--- config.mk ---
export PLATFORM = sky130hd
export DESIGN_NAME = alu_op_sequencer
export DESIGN_NICKNAME = d
export VERILOG_FILES = /design/src/rtl/alu_op_pkg.sv /design/src/rtl/lsb_prio_enc.sv /design/src/rtl/alu_op_sequencer.sv
export SDC_FILE = /design/constraint.sdc
export NUM_CORES = 1
export LEC_CHECK = 0
export ABC_AREA = 1
export CAP_MARGIN = 0
export CORE_MARGIN = 2
export CORE_UTILIZATION = 40
export DETAILED_ROUTE_END_ITERATION = 7
export GPL_TIMING_DRIVEN = 0
export PLACE_DENSITY_LB_ADDON = 0.1
export SLEW_MARGIN = 20
export SYNTH_ARGS = -nofsm -noshare
export SYNTH_HDL_FRONTEND = slang
export SYNTH_HIERARCHICAL = 1
export SYNTH_SLANG_ARGS = --single-unit
--- constraint.sdc ---
create_clock -name clk -period 3 [get_ports clk]
set_clock_uncertainty 0.1 [all_clocks]
set_input_delay 0.3 -clock clk [delete_from_list [all_inputs] [get_ports clk]]
set_output_delay 0.3 -clock clk [all_outputs]
set_load 0.02 [all_outputs]
--- src/rtl/alu_op_pkg.sv ---
// Shared encodings for the ALU operation sequencer: operation codes,
// source-select values and FSM states.
package alu_op_pkg;

  localparam int OP_W = 4;

  typedef enum logic [3:0] {
    OP_AND = 4'd0,
    OP_EOR = 4'd1,
    OP_SUB = 4'd2,
    OP_RSB = 4'd3,
    OP_ADD = 4'd4,
    OP_ADC = 4'd5,
    OP_SBC = 4'd6,
    OP_RSC = 4'd7,
    OP_TST = 4'd8,
    OP_TEQ = 4'd9,
    OP_CMP = 4'd10,
    OP_CMN = 4'd11,
    OP_ORR = 4'd12,
    OP_MOV = 4'd13,
    OP_BIC = 4'd14,
    OP_MVN = 4'd15
  } alu_op_e;

  typedef enum logic [1:0] {
    SEL_IR    = 2'd0,
    SEL_CS    = 2'd1,
    SEL_ADDR  = 2'd2,
    SEL_BURST = 2'd3
  } op_sel_e;

  typedef enum logic {
    IDLE = 1'b0,
    RUN  = 1'b1
  } seq_state_e;

endpackage

--- src/rtl/lsb_prio_enc.sv ---
// Lowest-set-bit priority encoder: index, one-hot clear mask and a flag that
// is high when exactly one bit of the input is set.
module lsb_prio_enc #(
  parameter int LIST_W = 16,
  parameter int IDX_W  = 4
) (
  input  logic [LIST_W-1:0] vec,
  output logic [IDX_W-1:0]  idx,
  output logic [LIST_W-1:0] clr_mask,
  output logic              single
);

  logic [LIST_W-1:0] vec_m1;

  // Two's-complement trick isolates the lowest set bit; zero input gives zero mask.
  assign clr_mask = vec & (~vec + LIST_W'(1));
  assign vec_m1   = vec - LIST_W'(1);
  assign single   = (vec != '0) && ((vec & vec_m1) == '0);

  always_comb begin
    idx = '0;
    for (int i = LIST_W - 1; i >= 0; i--) begin
      if (vec[i]) idx = IDX_W'(i);
    end
  end

endmodule

--- src/rtl/alu_op_sequencer.sv ---
// Registered ALU operation select with an LDM/STM burst walker that emits one
// address step per register in the list.
//   state | meaning
//   IDLE  | per-cycle select from IR / CS / U-bit; accepts burst start
//   RUN   | burst in progress, one beat per adv
module alu_op_sequencer #(
  parameter int              OP_W   = 4,
  parameter int              LIST_W = 16,
  parameter int              IDX_W  = 4,
  parameter logic [OP_W-1:0] ADD_OP = 4'd4,
  parameter logic [OP_W-1:0] SUB_OP = 4'd2
) (
  input  logic              clk,
  input  logic              rst,
  input  logic [1:0]        op_sel,
  input  logic [OP_W-1:0]   ir_op,
  input  logic [OP_W-1:0]   cs_op,
  input  logic              u,
  input  logic              start,
  input  logic [LIST_W-1:0] reg_list,
  input  logic              adv,
  output logic [OP_W-1:0]   alu_operation,
  output logic              op_valid,
  output logic              busy,
  output logic [IDX_W-1:0]  beat_idx,
  output logic              last_beat,
  output logic              done
);

  import alu_op_pkg::*;

  seq_state_e        state_q, state_d;
  logic [LIST_W-1:0] rem_q, rem_d;
  logic [OP_W-1:0]   op_q, op_d;
  logic              valid_q, valid_d;
  logic              done_q, done_d;

  logic [IDX_W-1:0]  low_idx;
  logic [LIST_W-1:0] low_mask;
  logic              low_single;

  lsb_prio_enc #(
    .LIST_W (LIST_W),
    .IDX_W  (IDX_W)
  ) u_enc (
    .vec      (rem_q),
    .idx      (low_idx),
    .clr_mask (low_mask),
    .single   (low_single)
  );

  always_ff @(posedge clk) begin
    if (rst) begin
      state_q <= IDLE;
      rem_q   <= '0;
      op_q    <= '0;
      valid_q <= 1'b0;
      done_q  <= 1'b0;
    end else begin
      state_q <= state_d;
      rem_q   <= rem_d;
      op_q    <= op_d;
      valid_q <= valid_d;
      done_q  <= done_d;
    end
  end

  always_comb begin
    state_d = state_q;
    rem_d   = rem_q;
    op_d    = op_q;
    valid_d = valid_q;
    done_d  = 1'b0;
    unique case (state_q)
      IDLE: begin
        unique case (op_sel)
          SEL_IR: begin
            op_d    = ir_op;
            valid_d = 1'b1;
          end
          SEL_CS: begin
            op_d    = cs_op;
            valid_d = 1'b1;
          end
          SEL_ADDR: begin
            op_d    = u ? SUB_OP : ADD_OP;
            valid_d = 1'b1;
          end
          default: begin
            valid_d = 1'b0;
            if (start) begin
              if (reg_list != '0) begin
                // U is captured once here; op_q then holds it for the burst.
                rem_d   = reg_list;
                op_d    = u ? SUB_OP : ADD_OP;
                valid_d = 1'b1;
                state_d = RUN;
              end else begin
                done_d = 1'b1;
              end
            end
          end
        endcase
      end
      RUN: begin
        if (adv) begin
          rem_d = rem_q & ~low_mask;
          if (low_single) begin
            state_d = IDLE;
            valid_d = 1'b0;
            done_d  = 1'b1;
          end
        end
      end
      default: state_d = IDLE;
    endcase
  end

  // Remaining list is zero outside RUN, so beat_idx/last_beat read 0 in IDLE.
  assign alu_operation = op_q;
  assign op_valid      = valid_q;
  assign busy          = (state_q == RUN);
  assign beat_idx      = low_idx;
  assign last_beat     = low_single;
  assign done          = done_q;

endmodule

=== Word-level counts from Yosys, hierarchy flattened ===
Cells that the tools add are included.

* Input port bits: 31
* Bits in registers: 23
* Logic and storage cells: 72

* Eq/ne operators: 7
* Add/subtract/negate cells: 2
* Reduce and logical (&&, ||, !) cells: 11
* Bitwise logic cells: 6
* Mux-type cells: 41

{| class="wikitable"
|+ Operator list
! kind !! count
|-
| 4-bit two-way mux || 18
|-
| 16-bit two-way mux || 4
|-
| 16-bit AND || 3
|-
| 16-bit inverter || 2
|-
| 16-bit case mux with 2 select lines || 1
|-
| 16-bit nonzero test || 2
|-
| 16-bit by 1-bit adder with 16-bit output (second input constant) || 1
|-
| 16-bit logical NOT || 1
|-
| 16-bit by 1-bit subtractor with 16-bit output (second input constant) || 1
|-
| 1-bit two-way mux || 13
|-
| 4-bit case mux with 3 select lines || 1
|-
| 2-bit != test (second input constant) || 5
|-
| 4-bit nonzero test || 2
|-
| 1-bit case mux with 2 select lines || 3
|-
| 4-bit AND reduction || 1
|-
| 3-bit two-way mux || 1
|-
| 3-bit AND reduction || 1
|-
| 3-bit OR reduction || 1
|-
| 2-bit by 1-bit == test with 1-bit output (second input constant) || 1
|-
| 2-bit == test (second input constant) || 1
|-
| 2-bit logical NOT || 1
|-
| 2-bit AND reduction || 1
|-
| 1-bit logical AND || 1
|-
| 1-bit inverter || 1
|}

=== Depth between registers and ports, before layout ===
* Depth in word-level cells: 16
* Gate-level depth with buffers: 15
* Depth with buffers taken out: 15

=== Hierarchy ===
Netlist, hierarchy kept.

{| class="wikitable"
|+ Modules (own cells, without submodules)
! module !! area an instance (µm²) !! times used !! sequential area each (µm²) !! cells an instance
|-
| alu_op_sequencer || 1,466.4 || 1 || 460.4 || 230
|-
| lsb_prio_enc || 484.2 || 1 || 0.0 || 102
|}

=== Worst setup path before layout ===
OpenSTA, ideal clock, no wires.

* Path type: register -> register
* Start: reg rem_q[1]
* End: reg state_q (netlist: busy)
* Cell stages (with the launch flop): 9
* Arrival: 1.778 ns
* Path slack: 1.007 ns
* Clock period less this slack: 1.993 ns
* Required time: 2.785 ns
* Cell sequence: dfxtp_1 > nor2_4 > nand2_2 > maj3_2 > nor3_2 > nand4_1 > nor2_1 > nand3_1 > and3_1

* Word-level cells in the longest chain between the ends: 7
* Elaborated cells on any way between the ends: 8

{| class="wikitable"
|+ RTL lines
! item !! line !! source
|-
| from (decl) || alu_op_sequencer.sv:33 || <nowiki>logic [LIST_W-1:0] rem_q, rem_d;</nowiki>
|-
| from (signal assigned) || alu_op_sequencer.sv:61 || <nowiki>rem_q <= rem_d;</nowiki>
|-
| 16-bit by 1-bit subtractor with 16-bit output || lsb_prio_enc.sv:17 || <nowiki>assign vec_m1 = vec - LIST_W'(1);</nowiki>
|-
| 16-bit AND || lsb_prio_enc.sv:18 || <nowiki>assign single = (vec != '0) && ((vec & vec_m1) == '0);</nowiki>
|-
| 16-bit logical NOT || lsb_prio_enc.sv:18 ||
|-
| 1-bit logical AND * || lsb_prio_enc.sv:18 ||
|-
| via last_beat || alu_op_sequencer.sv:26 || <nowiki>output logic last_beat,</nowiki>
|-
| 1-bit two-way mux * || alu_op_sequencer.sv:108 || <nowiki>if (low_single) begin</nowiki>
|-
| 1-bit two-way mux * || alu_op_sequencer.sv:106 || <nowiki>if (adv) begin</nowiki>
|-
| 1-bit case mux with 2 select lines * || alu_op_sequencer.sv:74 || <nowiki>unique case (state_q)</nowiki>
|-
| to (signal assigned) || alu_op_sequencer.sv:60 || <nowiki>state_q <= state_d;</nowiki>
|-
| to (decl) || alu_op_sequencer.sv:32 || <nowiki>seq_state_e state_q, state_d;</nowiki>
|}

The timed path passes the listed nets; every way through them passes the cells marked *.
A chain may end at the register's enable or synchronous reset.

=== Worst setup path after layout ===
* Start: reg rem_q[13]
* End: out beat_idx[0]

* Word-level cells in the longest chain between the ends: 14

{| class="wikitable"
|+ RTL lines
! item !! line !! source
|-
| 4-bit two-way mux (14 in series) || lsb_prio_enc.sv:23 || <nowiki>if (vec[i]) idx = IDX_W'(i);</nowiki>
|-
| to (decl) || alu_op_sequencer.sv:25 || <nowiki>output logic [IDX_W-1:0] beat_idx,</nowiki>
|}

No other way between the ends.

==> results.json <==
{
  "status": "finished clean",
  "finalCriticalPeriod_ps": 2503,
  "ys_warn_count": 6,
  "dieHeight_um": 73.83,
  "overflow": 0,
  "firstDrtPassIters": 5,
  "postPlaceCellArea_um2": 2455,
  "grt_usage": 0.2019,
  "maxSlewViolCount": 0,
  "cts_num_sinks": 23,
  "clk_latency_ps": 270,
  "worst_slack_ps": 496.7,
  "yosys.area.top_type_share": 0.2360,
  "via_per_inst": 4.573,
  "reg2reg_slack_ps": 950,
  "power_density_nw_per_um2": 374.1,
  "crit_family": "simple AND/OR/NAND/NOR gates",
  "seqCellArea_um2": 460.4,
  "rows": 25,
  "min_period_over_period": 0.8344,
  "numCtsBuffers": 3,
  "criticalPathCategory": "reg2out",
  "dp_hpwl_um": 3847,
  "fmax_mhz": 399.5,
  "cts-root-buf": "clkbuf_8",
  "final_core_util": 0.5303,
  "hold_viol_final": 0,
  "critPathMaxStageDelay_ps": 590,
  "nets": 410,
  "gp_congestion": 0.9023,
  "avgSynthCellArea_um2": 5.875,
  "setup_viol": 0,
  "drt_iter0_drc": 109,
  "hp-start": "alu_operation[0]$_SDFFE_PP0P_",
  "antenna_cells": 0,
  "portBuffers": 42,
  "areaGrowthSynthToFinish_pct": 28.42,
  "crit_top_cell": "nand2_1",
  "grt_first_pass_wirelength_um": 8480,
  "cp_num_buf_inv": 2,
  "ir_worst_vdd_v": 0.0002026,
  "cts.htree.levels": 1,
  "antenna_found_initial": 0,
  "ctsLongestPathBuffers": 2,
  "setup-tns-final_ps": 0,
  "die_area_um2": 5451,
  "fillCellCount": 499,
  "endpoint_kind": "output pin",
  "p_leak_nw": 1.147,
  "io_pins": 43,
  "worstMarginPinSlew_ps": 463.6,
  "routed_wl_um": 4916,
  "cp.required_ps": 2600,
  "ff2ff_path_depth": 11,
  "core-area_um2": 4723,
  "post-place-cells": 441,
  "grt_max_degree": 13,
  "wl_per_cell_um": 11.05,
  "dp_slack_ps": 488.2,
  "yosys-top-cells-area": "dfxtp_1 24%, nand2_1 18%, inv_1 11%",
  "arrival_ps": 2100,
  "r2r-start": "rem_q[0]$_SDFFE_PP0P_",
  "final_cell_mix": "91 x nand2_1, 56 x inv_1, 41 x clkdlybuf4s50_1, 38 x nor2_1, 23 x dfxtp_1",
  "path_cells": "inv_1 > nand2_1 > nand2_1 > nand2_1 > nand2_1 > nand2_1 > nand2_1 > nand2_1 > nand2_1 > nand2_1 > nand2_1 > nand2_1 > nand2_1 > nand2_1 > clkdlybuf4s50_1",
  "path_clk_slew_ps": 90,
  "reg2reg_to": "busy$_SDFF_PP0_",
  "synthCells": 332,
  "ys_ff_latch": 23,
  "ys_seq_area_frac": 0.2360,
  "final_area_um2": 2505,
  "postCtsSetupRepairBufs": 0,
  "grt_setup_unrepaired": "false",
  "ys_types": 28,
  "final_antenna_net_count": 0,
  "initial_core_util": 0.4130,
  "cp-start-kind": "flip-flop",
  "post-route-drc-count": 0,
  "synth_nets": 363,
  "holdPathEnd": "alu_operation[0]$_SDFFE_PP0P_",
  "drv_cap": 0,
  "synth_area_um2": 1951,
  "first_global_vias": 1888,
  "layout_commonest_cell": "nand2_1",
  "cts_tree": "done",
  "drive_gt1_frac": 0.1534,
  "num_vias": 2035,
  "fin_cells": 445,
  "relSlewSlack": 0.6909,
  "synth_area_leader_cell": "dfxtp_1",
  "multi_input_area_um2": 1170,
  "slowest_stage": "clkdlybuf4s50_1",
  "die_width_um": 73.83,
  "worstPathMaxFanout": 4,
  "hold-path-cell-count": 2,
  "hp-class": "reg2reg"
}
[layer usage]
metal	track usage	vias to the layer above	wire length [um]
li1	-	1102	-
met1	0.2826	877	2480
met2	0.3165	50	2148
met3	0.03018	6	220
met4	0.06465	0	67
met5	0	-	0
[Yosys cell counts]
cell      count
nor2_1       39
and3_1        1
nand2_4       1
nand3_1      17
nand3_2      12
clkbuf_1      5
o22ai_1       1
nor3_1        6
buf_2         1
dfxtp_1      23
nor3_2        1
inv_2         5
nand4_1       3
nand4_2       1
o21ai_1       2
nand2_1      91
nand2_2       6
o211a_1       1
buf_4         1
nor2_2       14
o21ai_0      21
or2_1         1
a21oi_1      11
inv_4         1
buf_6         5
inv_1        56
nor2_4        5
maj3_2        1
[how the worst max path moves through the flow]
stage	from	endpoint	slack, ps	cells past startpoint
finish	rem_q[13]$_SDFFE_PP0P_	beat_idx[0]	500	15
global route	rem_q[14]$_SDFFE_PP0P_	beat_idx[0]	320	16
CTS	rem_q[0]$_SDFFE_PP0P_	last_beat	160	7
detailed placement	rem_q[0]$_SDFFE_PP0P_	last_beat	490	7
global placement	rem_q[0]$_SDFFE_PP0P_	last_beat	460	7
floorplan	rem_q[1]$_SDFFE_PP0P_	busy$_SDFF_PP0_	1010	8
[flip-flops by register name, summed over array words and instances, names as in the netlist]
name           cells
op_valid           1
alu_operation      4
busy               1
rem_q             16
done               1
[per-stage QoR]
stage | power [mW] | hold slack [ps]
final | 0.9370 | 391.7
after floorplan | 0.5949 | 269.1
after global routing | 1.002 | 415.3
after global placement | 0.7344 | 364.8
after CTS | 0.9481 | 397.3
after detailed placement | 0.7359 | 374.2
[cell families after synthesis]
group	after synthesis	share of synthesized area
AND/OR/NAND/NOR	198	0.4971
buffers and inverters	74	0.1655
adder cells (fa/ha/maj)	1	0.005773
flip-flops	23	0.2360
AO/OA/AOI/OAI	36	0.09557
[worst reg2reg max path, delay by kind of cell, from the launching register on]
| kind | cells | cell delay (ps) |
|---|---|---|
| flip-flops | 1 | 400 |
| AND/OR/NAND/NOR | 10 | 1350 |
| buffers and inverters | 1 | 100 |
[timing repair]
action                                  4_1_cts  5_1_grt
hold buffers                                  0        0
endpoints found under the setup margin        0        1
resized for setup                             0        2
[cell type report]
type	instances	area share
sequential	23	0.1838
multi-input combinational	235	0.4670
timing repair buffer	42	0.1688
tap	67	0.03347
clock buffer	4	0.01798
buffer	12	0.03497
inverter	62	0.09391
[power by group]
part	switching [mW]	total [mW]	internal, mW	leakage, nW
Combinational	0.221	0.387	0.166	0.936
Sequential	0.0188	0.343	0.324	0.188
Clock	0.112	0.207	0.0952	0.0228
Note: power is estimated with default switching activity, not from simulation.
==> RTL edit 1 (same settings) <==
`op_q` no longer has a reset.
--- a/src/rtl/alu_op_sequencer.sv
+++ b/src/rtl/alu_op_sequencer.sv
@@ -54,5 +54,4 @@
       state_q <= IDLE;
       rem_q   <= '0;
-      op_q    <= '0;
       valid_q <= 1'b0;
       done_q  <= 1'b0;
@@ -60,8 +59,11 @@
       state_q <= state_d;
       rem_q   <= rem_d;
-      op_q    <= op_d;
       valid_q <= valid_d;
       done_q  <= done_d;
     end
+  end
+
+  always_ff @(posedge clk) begin
+    op_q <= op_d;
   end
 
Formal check against the unedited RTL: not equivalent (a bounded check fails within 4 cycles, from zero or initial values and one cycle with rst high).
==> RTL edit 1 against the original RTL <==
- sequential power is 8.7% higher
- sequential cell count stayed put
- synthesized area is 4.4% lower
- power is 8.9% higher
- setup slack worse by 0.33 ns
- non-clock buffer count is 1 lower
- final area is 4.4% lower
- wire length is 1.9% lower
- largest cell class unchanged
- highest routed layer unchanged
==> RTL edit 1: results (changes against the original RTL) <==
Status
  – Result of the run: finished clean

Global routing
  – First-pass GRT wire length: 8160 um (-3.8%)
  – Initial antenna violation count: 0 (unchanged)
  – Vias in the first global route: 1795 (-4.9%)
  – Met3 demand-to-capacity share in global routing: 3.06% (+0.038 points)
  – Global-route track usage on met2: 32.0% (+0.36 points)
  – GRT met1 Usage: 27.3% (-0.94 points)

STA
  – Slew HR: 70.3% (+1.2 points)
  – Worst hold slack after final layout: 0.399 ns (+0.00727 ns)
  – Shortest clock period the worst path allows after layout: 2.83 ns (+0.331 ns)

Yosys
  – Number of flops mapped to enable cells by yosys: 4 (+4)
  – Post-synthesis async set-or-reset flop share: 0% (unchanged)
  – Sequential fraction of the synthesis area: 26.8% (+3.2 points)
  – Post-synthesis net count: 345 (-5.0%)
  – Commonest cells in the synthesized netlist: sky130_fd_sc_hd__nand2_1 (92), sky130_fd_sc_hd__inv_1 (51), sky130_fd_sc_hd__nor2_1 (39), sky130_fd_sc_hd__o21ai_0 (20), sky130_fd_sc_hd__dfxtp_1 (19)
  – Mean Syn Cell Area: 5.94 um^2 (+1.1%)
  – Post-Synth Adder-Cell Area: 0.604% (+0.027 points)
  – Number of distinct standard cells referenced by the synthesized netlist: 31 (+11%)
  – Share of the synthesized area in compound gates (AO/OA/AOI/OAI): 8.39% (-1.2 points)

Placed design
  – Final GP Congestion: 0.787 (-13%)
  – Post-placement cell area: 2350 um^2 (-4.3%)
  – Setup Slack @ Placement: 0.505 ns (+0.0166 ns)
  – Detailed placer's ending HPWL: 3830 um (-0.53%)
  – Number of cells after detailed placement: 408 (-7.5%)

Final layout
  – Share of post-route cells with drive strength above 1: 12.5% (-2.8 points)
  – Filler cell count: 454 (-9.0%)
  – Multi-input logic area: 1060 um^2 (-9.0%)

Clock network
  – Number of buffers inserted by post-CTS setup repair: 0 (unchanged)

Setup path
  – Slowest stage delay, CP: 0.66 ns (+0.07 ns)
  – Biggest fanout along the worst timing path: 8 (+4)

Power
  – Net switching power: 0.394 mW (+12%)
  – Worst VDD drop: 0.171 mV (-16%)
  – Cell leakage power: 1.07 nW (-6.3%)
  – Power of the sequential group: 0.373 mW (+8.7%)
  – Comb. pwr: 0.443 mW (+14%)
  – Switching fraction of total power: 38.6% (+1.0 points)

Routing
  – Post-detailed-route wirelength per cell: 11.7 um (+5.9%)
  – Detailed-route vias per instance: 4.76 (+4.1%)
  – Metal2 WL: 2180 um (+1.4%)
  – Wire length on met1: 2380 um (-4.2%)
  – First-pass detailed-route iteration total: 4 (-1)
  – Starting DRT DRC Count: 97 (-11%)
  – Met3 Wirelength: 226 um (+2.7%)
==> RTL edit 1: changes by cell type after synthesis, sizes merged, moves of 2 or more <==
cell    unedited run  this run
clkbuf             5         3
nor2              58        56
edfxtp             0         4
inv               62        58
a21oi             11         5
nand3             29        11
dfxtp             23        19
nand2             98        96
nand4              4        19
==> RTL edit 1: final timing paths <==
path | startpoint | endpoint | depth (start not counted)
min reg2reg | op_valid$_SDFFE_PP0P_ | op_valid$_SDFFE_PP0P_ | 2
max reg2reg | rem_q[0]$_SDFFE_PP0P_ | done$_SDFF_PP0_ | 12
min | op_valid$_SDFFE_PP0P_ | op_valid$_SDFFE_PP0P_ | 2
max | rem_q[0]$_SDFFE_PP0P_ | last_beat | 10
==> RTL edit 1: final cells by class <==
cell class,instances,area share [%]
inverter,59,9.35
tap,52,2.72
sequential,23,20.9
timing repair buffer,42,17.6
buffer,11,3.13
multi-input combinational,221,44.5
clock buffer,4,1.88
==> RTL edit 2 (config.mk and constraints unchanged) <==
Made on the original files. `IDX_W` is set to 4 in 2 places; all go to 5.
--- a/src/rtl/lsb_prio_enc.sv
+++ b/src/rtl/lsb_prio_enc.sv
@@ -3,5 +3,5 @@
 module lsb_prio_enc #(
   parameter int LIST_W = 16,
-  parameter int IDX_W  = 4
+  parameter int IDX_W  = 5
 ) (
   input  logic [LIST_W-1:0] vec,
--- a/src/rtl/alu_op_sequencer.sv
+++ b/src/rtl/alu_op_sequencer.sv
@@ -7,5 +7,5 @@
   parameter int              OP_W   = 4,
   parameter int              LIST_W = 16,
-  parameter int              IDX_W  = 4,
+  parameter int              IDX_W  = 5,
   parameter logic [OP_W-1:0] ADD_OP = 4'd4,
   parameter logic [OP_W-1:0] SUB_OP = 4'd2
Ports: changed (resized beat_idx); port bits go from 43 to 44. The function was not compared with the original's and may differ.
==> RTL edit 2 against the original RTL <==
- final area increased by 0.40%
- sequential cell count unchanged
- count of clock-buffer cells in the layout decreased by 1
- via count increased by 0.88%
- critical path depth decreased by 5
- wire length increased by 2.0%
- setup slack got worse by 0.020 ns
- power increased by 0.41%
- synthesized area increased by 0.58%
- worst hold slack got worse by 0.0046 ns
- register-to-register slack got worse by 0.05 ns
- critical endpoint is now last_beat
- highest routed layer unchanged
==> RTL edit 2: results (changes against the original RTL) <==
Status
  – Result of the run: finished clean

Yosys
  – Mean Syn Cell Area: 5.87 um^2 (about the same)
  – Post-synthesis net count: 365 (+0.55%)
  – Largest cells by area after synthesis: sky130_fd_sc_hd__dfxtp_1 (23%), sky130_fd_sc_hd__nand2_1 (17%), sky130_fd_sc_hd__inv_1 (11%)
  – Post-synthesis async set-or-reset flop share: 0% (unchanged)
  – Number of distinct standard cells referenced by the synthesized netlist: 29 (+3.6%)
  – Sequential fraction of the synthesis area: 23.5% (-0.14 points)
  – Post-Synth Adder-Cell Area: 0.574% (-0.0033 points)
  – Share of the synthesized area in compound gates (AO/OA/AOI/OAI): 9.50% (-0.055 points)

Setup path
  – R2r setup slk: 0.90 ns (-0.05 ns)
  – Endpoint arrival time on the critical path: 2.12 ns (+0.02 ns)
  – Biggest fanout along the worst timing path: 7 (+3)
  – R2r worst-path depth: 11 (unchanged)

Power
  – Worst VDD drop: 0.175 mV (-13%)
  – Cell leakage power: 1.16 nW (+0.95%)

Global routing
  – Vias in the first global route: 1890 (+0.11%)
  – Pin count of the biggest net entering global routing: 14 (+1)
  – First-pass GRT wire length: 8440 um (-0.50%)
  – GRT Overall Usage: 19.5% (-0.68 points)

Final layout
  – Register ranked first by flip-flop count: rem_q
  – Number of nets in the layout: 412 (+0.49%)
  – Share of post-route cells with drive strength above 1: 15.5% (+0.18 points)
  – Filler cell count: 505 (+1.2%)

Placed design
  – Number of cells after detailed placement: 443 (+0.45%)
  – Final GP Congestion: 0.861 (-4.6%)
  – Detailed placer's ending HPWL: 3950 um (+2.6%)
  – Setup Slack @ Placement: 0.433 ns (-0.0553 ns)

Clock network
  – Hold Buf Count CTS: 0 (unchanged)
  – Cts repair resizes: 0 (unchanged)
  – Number of levels in the clock H-tree: 1 (unchanged)
  – Master cell of the clock root buffer: sky130_fd_sc_hd__clkbuf_8
  – Number of buffers inserted by post-CTS setup repair: 0 (unchanged)

Routing
  – Number of vias in the routed layout: 2053 (+0.88%)
  – Starting DRT DRC Count: 124 (+14%)
  – Final routed wirelength across all metal layers: 5020 um (+2.0%)
  – First-pass detailed-route iteration total: 4 (-1)
  – Post-detailed-route wirelength per cell: 11.2 um (+1.6%)

Min path
  – Start point of the worst min-delay path: op_valid$_SDFFE_PP0P_
  – Number of cells on the worst hold path: 2 (unchanged)
  – Hold worst-path end: op_valid$_SDFFE_PP0P_

Die
  – Die X-Extent: 74.0 um (+0.28%)
RTL edit 2: final cells by class:
type / instances / area share (%)
tap: 67 / 3.33
inverter: 62 / 9.35
clock buffer: 3 / 1.64
buffer: 13 / 3.78
timing repair buffer: 42 / 16.8
sequential: 23 / 18.3
clock inverter: 1 / 0.199
multi-input combinational: 236 / 46.6
RTL edit 2: how the worst max path moves through the flow:
stage / start / endpoint / slack (ns) / cells past startpoint
3_3_place_gp: rem_q[0]$_SDFFE_PP0P_ / last_beat / 0.46 / 7
6_report: rem_q[0]$_SDFFE_PP0P_ / last_beat / 0.48 / 10
3_5_place_dp: rem_q[0]$_SDFFE_PP0P_ / last_beat / 0.43 / 10
4_1_cts: rem_q[0]$_SDFFE_PP0P_ / last_beat / 0.11 / 10
5_1_grt: rem_q[13]$_SDFFE_PP0P_ / beat_idx[0] / 0.30 / 15
2_1_floorplan: rem_q[1]$_SDFFE_PP0P_ / busy$_SDFF_PP0_ / 1.01 / 8
RTL edit 2: critical path, cell delays in order (launching register included):
cell and delay (ns):
sky130_fd_sc_hd__dfxtp_1 0.41, sky130_fd_sc_hd__nor2_4 0.15, sky130_fd_sc_hd__nand3_2 0.11, sky130_fd_sc_hd__nor2_1 0.14
sky130_fd_sc_hd__nand2_1 0.09, sky130_fd_sc_hd__nand2_1 0.06, sky130_fd_sc_hd__o21ai_0 0.09, sky130_fd_sc_hd__nor3_2 0.14
sky130_fd_sc_hd__nand4_1 0.12, sky130_fd_sc_hd__nor2_1 0.26, sky130_fd_sc_hd__dlymetal6s2s_1 0.28
RTL edit 2: cell families (layout without fill, tap and decap cells):
family          after synthesis  count (layout)
compound gates               36              36
fa+ha+maj                     1               1
buf+inv                      75             121
flops                        23              23
other cells                   1               1
simple gates                198             198
RTL edit 2: where the power goes:
| part | internal [mW] | total [mW] | leakage (nW) | switching, mW |
|---|---|---|---|---|
| registers | 0.324 | 0.343 | 0.188 | 0.0193 |
| clock network | 0.0931 | 0.208 | 0.0255 | 0.114 |
| logic | 0.167 | 0.390 | 0.944 | 0.223 |
RTL edit 2: routing by layer:
metal	GRT usage (%)	vias to the layer above	share of wire (%)
met5	0	-	0
met4	4.44	0	1.4
met3	2.85	7	5.4
met2	31.5	57	45
met1	27.5	881	48
li1	-	1108	-
RTL edit 2: metrics by stage:
| step | instance area (um^2) | util [%] | hold WS [ns] | total power [mW] |
|---|---|---|---|---|
| 2_1_floorplan | 1960 | - | 0.269 | 0.597 |
| 3_3_place_gp | 2470 | 52.2 | 0.365 | 0.737 |
| 3_5_place_dp | 2470 | 52.2 | 0.375 | 0.740 |
| 4_1_cts | 2510 | 53.2 | 0.392 | 0.944 |
| 5_1_grt | 2510 | 53.2 | 0.422 | 0.999 |
| 6_report | 2510 | 53.2 | 0.387 | 0.941 |
